File: config.mk
export PLATFORM = sky130hd
export DESIGN_NAME = fifo_param
export DESIGN_NICKNAME = d
export VERILOG_FILES = /design/src/rtl/fifo_param.sv
export SDC_FILE = /design/constraint.sdc
export NUM_CORES = 1
export LEC_CHECK = 0
export CAP_MARGIN = 20
export CORE_ASPECT_RATIO = 2
export CORE_MARGIN = 2
export CORE_UTILIZATION = 35
export DETAILED_ROUTE_END_ITERATION = 10
export GPL_ROUTABILITY_DRIVEN = 0
export PLACE_DENSITY_LB_ADDON = 0.15
export SETUP_SLACK_MARGIN = 0.05
export SLEW_MARGIN = 10
export SYNTH_ARGS = -nofsm -noshare
export SYNTH_HDL_FRONTEND = slang
export SYNTH_SLANG_ARGS = --single-unit
File: constraint.sdc
create_clock -name clk -period 11.38 [get_ports clk]
set_input_delay 2.276 -clock clk [delete_from_list [all_inputs] [get_ports clk]]
set_output_delay 2.276 -clock clk [all_outputs]
set_load 0.03 [all_outputs]
File: src/rtl/fifo_param.sv
// Parametrised single-clock FIFO with occupancy/threshold flags and error pulses; standard read has 1-cycle latency, FWFT shows the head word combinationally.
// Backpressure: writes to a full FIFO are dropped (OVERFLOW) unless a pop frees the slot that cycle; reads from empty are ignored (UNDERFLOW).
module fifo_param #(
    parameter int DATA_WIDTH    = 32,
    parameter int DEPTH         = 8,
    parameter int AFULL_THRESH  = 6,
    parameter int AEMPTY_THRESH = 2,
    parameter int FWFT          = 0
) (
    input  logic                         clk,
    input  logic                         rst,
    input  logic                         en,
    input  logic                         wr,
    input  logic                         rd,
    input  logic [DATA_WIDTH-1:0]        dataIn,
    output logic [DATA_WIDTH-1:0]        dataOut,
    output logic                         EMPTY,
    output logic                         FULL,
    output logic                         ALMOST_EMPTY,
    output logic                         ALMOST_FULL,
    output logic [$clog2(DEPTH):0]       count,
    output logic                         OVERFLOW,
    output logic                         UNDERFLOW
);
    localparam int AW = $clog2(DEPTH);
    localparam int CW = AW + 1;

    logic [DATA_WIDTH-1:0] mem_q [DEPTH];
    logic [AW-1:0]         wr_ptr_q, wr_ptr_d;
    logic [AW-1:0]         rd_ptr_q, rd_ptr_d;
    logic [CW-1:0]         count_q, count_d;
    logic                  ovf_q, ovf_d;
    logic                  udf_q, udf_d;
    logic                  push, pop;

    // A pop in the same cycle frees a slot, so a full FIFO still accepts a write.
    always_comb begin
        pop      = en & rd & ~EMPTY;
        push     = en & wr & (~FULL | pop);
        wr_ptr_d = wr_ptr_q;
        rd_ptr_d = rd_ptr_q;
        if (push) wr_ptr_d = wr_ptr_q + AW'(1);
        if (pop)  rd_ptr_d = rd_ptr_q + AW'(1);
        count_d  = count_q + CW'(push) - CW'(pop);
        ovf_d    = en & wr & FULL & ~pop;
        udf_d    = en & rd & EMPTY;
    end

    always_ff @(posedge clk) begin
        if (rst) begin
            wr_ptr_q <= '0;
            rd_ptr_q <= '0;
            count_q  <= '0;
            ovf_q    <= 1'b0;
            udf_q    <= 1'b0;
        end else begin
            wr_ptr_q <= wr_ptr_d;
            rd_ptr_q <= rd_ptr_d;
            count_q  <= count_d;
            ovf_q    <= ovf_d;
            udf_q    <= udf_d;
        end
    end

    always_ff @(posedge clk) begin
        if (!rst && push) mem_q[wr_ptr_q] <= dataIn;
    end

    assign count        = count_q;
    assign EMPTY        = (count_q == '0);
    assign FULL         = (count_q == CW'(DEPTH));
    assign ALMOST_EMPTY = (count_q <= CW'(AEMPTY_THRESH));
    assign ALMOST_FULL  = (count_q >= CW'(AFULL_THRESH));
    assign OVERFLOW     = ovf_q;
    assign UNDERFLOW    = udf_q;

    generate
        if (FWFT != 0) begin : g_fwft
            assign dataOut = mem_q[rd_ptr_q];
        end else begin : g_std
            logic [DATA_WIDTH-1:0] dout_q;
            always_ff @(posedge clk) begin
                if (rst)      dout_q <= '0;
                else if (pop) dout_q <= mem_q[rd_ptr_q];
            end
            assign dataOut = dout_q;
        end
    endgenerate
endmodule

* Yosys cells after proc, flatten, opt, wreduce, memory -nomap -nowiden
Memory sizes are Yosys's and may differ from the RTL's. A register that Yosys moved wholly into a read port is not among the register bits.
Cells that the tools add are included.
Widths: inputs -> output; s select.
** Operators by class
- Add/sub/neg operators :: 4
- $mul :: 0
- Divide/modulo/power cells :: 0
- Order comparisons :: 2
- Equal/unequal tests :: 1
- Shift-type cells :: 0
- Multiplexer cells :: 2
- Bitwise logic cells :: 11
- Reduce and logical (&&, ||, !) cells :: 3
** Operators with widths (count)
- $and 1x1->1 :: 7
- $add 3x1->3 const B :: 2
- $add 4x1->4 :: 1
- $eq 4x4->1 const B :: 1
- $ge 4x3->1 const B :: 1
- $le 4x2->1 const B :: 1
- $logic_not 4->1 :: 1
- $sub 4x1->4 :: 1
- $not 1->1 :: 3
- $mux 1 :: 2
- $logic_and 1x1->1 :: 1
- $logic_not 1->1 :: 1
- $or 1x1->1 :: 1
** Storage, ports and cells
- Bits in registers :: 12
- Latch bits :: 0
- RAM bits :: 256
- ROM bits :: 0
- Input port bits :: 37
- Output and inout bits :: 42
- Logic and storage cells :: 29
- Memories :: 1
** Memory list
- mem_q :: words 8, width 32, read ports 1, clocked after memory_dff 1, write ports 1, RTL line 28 : logic [DATA_WIDTH-1:0] mem_q [DEPTH];

* Depth between registers and ports, before layout
- Depth after elaboration :: 8
- Depth in mapped cells :: 12
- Gate-level depth less buffers :: 11

* Least setup slack after synthesis
OpenSTA, ideal clock, no wires.
- Path kind :: input to register
- Start point :: in rst
- End point :: mem mem_q[1][0] (enable)
- Library setup time :: 0.461 ns
- Arrival :: 4.941 ns
- Data required time :: 10.919 ns
- Slack :: 5.978 ns
- Cell stages on the path :: 4
- Buffers on the path :: 1
- Path through :: clkbuf_1 -> nor2_1 -> nand3_1 -> nor3_1
** On the way
- Cells in the longest elaborated chain, start to end :: 4
** RTL lines
- start: declaration :: RTL line 11 : input logic rst,
- $logic_not 1->1 :: RTL line 66 : if (!rst && push) mem_q[wr_ptr_q] <= dataIn;
- $logic_and 1x1->1 :: RTL line 66
- $mux 1 :: RTL line 66
- $mux 1 (implied by the code) :: RTL line 66
- end: declaration :: RTL line 28
No other way between the ends.

* Worst setup path in the final report
- Start point :: reg count_q[2], in the netlist count[2]
- End point :: out EMPTY
** On the way
- Cells in the longest elaborated chain, start to end :: 1
** RTL lines
- start: declaration :: RTL line 31 : logic [CW-1:0] count_q, count_d;
- start signal: assignment :: RTL line 59 : count_q <= count_d;
- $logic_not 4->1 :: RTL line 70 : assign EMPTY = (count_q == '0);
- end: declaration :: RTL line 17 : output logic EMPTY,
No other way between the ends.

==> impl_metrics.tcl <==
set metrics [dict create \
    r2r-start "rd_ptr_q[0]$_SDFFE_PP0N_" \
    synth_nets 685 \
    drt_iter0_drc 358 \
    grt_pass1_wl_um 38300 \
    cp-start-kind "flip-flop" \
    row_count 93 \
    rrSetupSlack_ns 8.22 \
    p_sw_share_pct 26.2 \
    outcome "finished, final reports clean" \
    final_util_pct 41.8 \
    totalWireLength_um 25500 \
    cts_tree "built" \
    htree_levels 1 \
    avgSynthCellArea_um2 17.9 \
    seq_power_share_pct 50.1 \
    diodes 0 \
    ir_drop_mv 0.122 \
    r2r-end "dataOut[8]$_SDFFE_PP0N_" \
    hold_buffers 0 \
    vias_per_cell 5.03 \
    fin_worst_skew_ns 0.0267 \
    cts.sink_count 300 \
    slowest_stage "clkdlybuf4s50_1" \
    vias 5857 \
    slew_viol_final 0 \
    worst_slack_ns 6.57 \
    clk_pin_slew_ns 0.07 \
    ys_ff_latch 300 \
    slew_headroom_pct 30.1 \
    arrival_ns 2.54 \
    critPathCaptureType "primary output" \
    cp-startpoint "count[2]$_SDFF_PP0_" \
    place_inst 1117 \
    ys_seq_area_share_pct 75.2 \
    nNetsFinal 766 \
    period_minus_slack_ns 4.81 \
    cpPeakStageDelay_ns 0.70 \
    drv_cap 0 \
    reg2reg_depth 4 \
    switchingPower_w 0.000668 \
    pre_cts_ws_ns 6.78 \
    portBuffers 78 \
    syn_inst 637 \
    die_h_um 259 \
    cp_max_fo 4 \
    wl_per_cell_um 21.9 \
    grt.overflow.total 0 \
    post_dp_cell_area_um2 12600 \
    die_area_um2 34100 \
    tns_ns 0 \
    track_usage_pct 15.0 \
    pwr-share-clk_pct 32.8 \
    die_w_um 132 \
    worst_pin_slew_ns 1.05 \
    drc 0 \
    hold_violations 0 \
    hp-class "flip-flop to flip-flop" \
    crit_chain "inv_1 -> ha_1 -> or3b_1 -> inv_1 -> clkdlybuf4s50_1" \
    post_cts_buffers 0 \
    ios 79 \
    dr.pass1.iters 4 \
    post_route_cells_drive_above_1_share_pct 12.7 \
    cts_resized 0 \
    setup_viol 0 \
    finalCritPeriodShare_pct 42.3 \
    worst_path_most_repeated_cell "inv_1" \
    crit_path_end "EMPTY" \
    cts_buffer_depth 3 \
    yosysWarnings 0 \
    hold_depth 2 \
    clk_latency_ns 0.54 \
    design_area_um2 13400 \
    antenna_found_initial 0 \
    syn_area_um2 11400 \
    layoutNonFillerInstCount 1165 \
    cts_root_buf "clkbuf_16" \
    numCtsBuffers 26 \
    rsz0062_at_grt "no" \
    p_per_area_nw_per_um2 190 \
    hpwl_um 14000 \
    fmax_mhz 208 \
    critPathKind "flip-flop to primary output" \
    initial_core_util_pct 35.5 \
    p_leak_nw 4.13 \
    grt_pass1_vias 6402 \
    yosysUniqueCellTypes 33 \
    ant_nets 0 \
    p_int_w 0.00188 \
    fp.coreArea_um2 32100 \
    pwr-share-comb_pct 17.1 \
    area_growth_pct 17.7 \
    grt_max_degree 55 \
    required_ns 9.10 \
]
metal layers:
layer / share of wire, % / routed length (um) / track usage [%] / up-vias
met5: 0 / 0 / 0 / -
met3: 3.3 / 836 / 2.07 / 31
met2: 56 / 14200 / 29.3 / 108
met1: 39 / 9910 / 16.6 / 3046
met4: 2.0 / 519 / 4.62 / 0
li1: - / - / - / 2672
cell usage after synthesis:
cell type	count	area share, %
o22ai_1	32	1.8
a211oi_1	33	2.2
inv_1	8	0.26
edfxtp_1	256	67
buf_2	14	0.61
buf_4	2	0.13
or3_1	1	0.055
nor2b_1	1	0.055
dfxtp_1	44	7.7
or2_1	1	0.055
nand3_1	1	0.044
xor2_1	1	0.077
nor3b_1	2	0.13
mux2i_1	65	5.7
ha_1	10	1.1
xnor2_1	5	0.38
buf_6	11	1.1
nand2_1	10	0.33
nor2_2	1	0.055
mux4_1	1	0.23
nand3_2	1	0.088
nand2b_1	3	0.16
o21ai_0	1	0.044
nor3_1	36	1.6
a21oi_1	3	0.13
a21o_1	1	0.066
nor2_1	47	1.5
mux4_2	31	6.1
clkbuf_1	10	0.33
a221o_1	1	0.088
or3b_1	1	0.077
fa_1	1	0.18
nand3b_1	2	0.13
per-stage QoR:
step           power, W  hold WS (ns)
2_1_floorplan   0.00160         0.524
3_3_place_gp    0.00174         0.484
3_5_place_dp    0.00175         0.478
4_1_cts         0.00259         0.491
5_1_grt         0.00266         0.512
6_report        0.00255         0.489
layout make-up:
type                            instances  area, um^2
Multi-Input combinational cell        292        2610
Timing Repair Buffer                   90         866
Sequential cell                       300        8570
Tap cell                              427         534
Clock buffer                           43         766
Inverter                                8        30.0
Clock inverter                          5        31.3
Fill cell                            2972       18700
sequential cells by signal (all words and copies together) (netlist names):
register / cells
mem_q: 256
UNDERFLOW: 1
OVERFLOW: 1
dataOut: 32
wr_ptr_q: 3
rd_ptr_q: 3
count: 4
cells in the final DEF, fill, tap and decap left out, drive strengths merged, types with 3 or more instances in the layout:
cell           netlist  routed
inv                  8       8
ha                  10      10
mux2i               65      65
mux4                32      32
o22ai               32      32
xnor2                5       5
clkinv               0       4
a211oi              33      33
nand2               10      10
dfxtp               44      44
nor2                48      48
buf                 27      13
nor3                36      36
a21oi                3       3
edfxtp             256     256
nand2b               3       3
clkdlybuf4s50        0      77
clkbuf              10      43
power by group through the flow:
stage	logic [W]	registers, W	clock network [W]
after floorplan	0.000264	0.00133	0
after global placement	0.000438	0.00130	0
after detailed placement	0.000445	0.00130	0
after CTS	0.000447	0.00128	0.000865
after global routing	0.000473	0.00129	0.000903
final	0.000437	0.00128	0.000838
how the worst min path moves through the flow:
stage | start | end | slack (ns)
6_report | dataOut[1]$_SDFFE_PP0N_ | dataOut[1]$_SDFFE_PP0N_ | 0.49
5_1_grt | dataOut[26]$_SDFFE_PP0N_ | dataOut[26]$_SDFFE_PP0N_ | 0.51
4_1_cts | dataOut[4]$_SDFFE_PP0N_ | dataOut[4]$_SDFFE_PP0N_ | 0.49
3_5_place_dp | dataOut[18]$_SDFFE_PP0N_ | dataOut[18]$_SDFFE_PP0N_ | 0.48
3_3_place_gp | dataOut[30]$_SDFFE_PP0N_ | dataOut[30]$_SDFFE_PP0N_ | 0.48
2_1_floorplan | wr_ptr_q[0]$_SDFFE_PP0P_ | wr_ptr_q[0]$_SDFFE_PP0P_ | 0.52
critical path, delay by kind of cell (launching register included):
| kind | cells | cell delay [ns] |
|---|---|---|
| flip-flops | 1 | 0.34 |
| buffers and inverters | 3 | 1.01 |
| adder cells (fa/ha/maj) | 1 | 0.23 |
| AND/OR/NAND/NOR | 1 | 0.41 |
cells by family after synthesis:
group	share of synthesized area (%)
compound gates	4.26
buf+inv	2.43
flops	75.2
simple gates	4.32
fa+ha+maj	1.27
mux	12.1
xor+xnor	0.461
(Power assumes the default switching activity.)
==> patch (config.mk and constraints unchanged) <==
Register the output `count` once more, cleared by the reset; this adds one clock of latency there. The other outputs are not delayed to match.
--- a/src/rtl/fifo_param.sv
+++ b/src/rtl/fifo_param.sv
@@ -67,5 +67,11 @@
     end
 
-    assign count        = count_q;
+    always_ff @(posedge clk) begin
+        if (rst) begin
+            count <= '0;
+        end else begin
+            count <= count_q;
+        end
+    end
     assign EMPTY        = (count_q == '0);
     assign FULL         = (count_q == CW'(DEPTH));
Formal check against the unedited RTL: not equivalent (Yosys sat finds a counterexample within 4 cycles, from zero or initial values and one cycle with rst high).
==> patch against the original RTL <==
Clock skew decreased by 12 ps; total power rose by 3.6%; clock power is 9.3% higher; sequential cell count grew 4; worst setup slack worse by 14 ps; area after synthesis grew 0.79%; final area rose by 2.3%; non-clock buffer count rose by 1; routed wire length shrank 1.2%.
==> patch: results (changes against the original RTL) <==
CTS buffer count = 27 (+3.8%)
Grt met3 use = 1.89% (-0.18 points)
# diodes = 0 (unchanged)
Status = finished, final reports clean
Fin crit share = 42.4% (+0.12 points)
Switching part of the total = 26.2% (about the same)
Global-route wire length before repair = 38200 um (-0.23%)
First-iteration detailed-routing DRC count = 308 (-14%)
Met1 Use GR = 16.3% (-0.29 points)
Synth top cells by count = edfxtp_1, mux2i_1, nor2_1
Critical-path maximum fanout = 5 (+1)
Met3 wire length = 857 um (+2.5%)
Tot GR Track Use = 14.7% (-0.23 points)
Placed cell count = 1125 (+0.72%)
Vias in the first global route = 6294 (-1.7%)
Max IR drop VDD = 0.000110 V (-10%)
Fill count = 2898 (-2.5%)
Top cells by area, synth = edfxtp_1, dfxtp_1, mux4_2
Routed wl met2 = 14000 um (-1.3%)
Cell area after placement = 0.0128 sq mm (+1.6%)
Fin nets = 776 (+1.3%)
Routing usage on met2 = 28.8% (-0.44 points)
Fraction of final layout cells sized beyond drive strength 1 = 14.2% (+1.4 points)
Clock Skew = 14.5 ps (-12.2 ps)
WL final = 25200 um (-1.2%)
Slew headroom = 29.3% (-0.78 points)
Synthesized Nets = 693 (+1.2%)
Met1 WL = 9710 um (-2.0%)
Post-detail-place hpwl = 14900 um (+6.7%)
Initial Util = 35.6% (+0.15 points)
Largest net degree at the start of global routing = 53 (-3.6%)
Sequential fraction of the synthesis area = 75.3% (+0.11 points)
Place WS = 6110 ps (-671 ps)
Post-Syn Area per Cell = 17.8 sq um (-0.46%)
DR vias = 5915 (+0.99%)
patch: cell count changes in the layout (fill, tap and decap cells not counted), moves of 2 or more:
| cell | delta |
|---|---|
| clkinv_4 | +2 |
| nor2_1 | +4 |
| buf_12 | +3 |
| clkbuf_1 | -10 |
| bufinv_16 | +2 |
| clkinv_2 | +6 |
| dfxtp_1 | +4 |
| buf_16 | +4 |
| buf_4 | -6 |
patch: kinds of logic (layout without fill, tap and decap cells):
group,Yosys count,after routing,share of synthesized area (%)
AO/OA/AOI/OAI,71,71,4.23
AND/OR/NAND/NOR,111,111,4.43
flip-flops,304,304,75.3
multiplexers,97,97,12.0
adder cells (fa/ha/maj),11,11,1.26
XOR/XNOR,6,6,0.458
buffers and inverters,45,149,2.34
patch: layout make-up:
| cell class | count | area, sq um | share of cell area [%] |
|---|---|---|---|
| inverters | 8 | 30.0 | 0.219 |
| clock inverters | 16 | 148 | 1.08 |
| well taps | 427 | 534 | 3.89 |
| flip-flops and latches | 304 | 8650 | 63.0 |
| multi-input cells | 296 | 2630 | 19.1 |
| clock buffers | 34 | 742 | 5.41 |
| repair buffers | 91 | 991 | 7.22 |
patch: power groups by stage:
stage / clock network [mW] / registers (mW) / logic [mW]
floorplan: 0 / 1.34 / 0.267
global placement: 0 / 1.32 / 0.435
detailed placement: 0 / 1.32 / 0.440
CTS: 0.947 / 1.30 / 0.441
global route: 0.976 / 1.30 / 0.473
finish: 0.916 / 1.29 / 0.434
patch: worst paths after layout:
kind                             startpoint           to  slack, ps  depth (start not counted)
worst min-delay path            dataOut[27]  dataOut[27]        490                          2
worst max-delay path             count_q[2]        EMPTY       6550                          5
worst min register to register  dataOut[27]  dataOut[27]        490                          2
worst max register to register  rd_ptr_q[0]  dataOut[14]       8210                          4
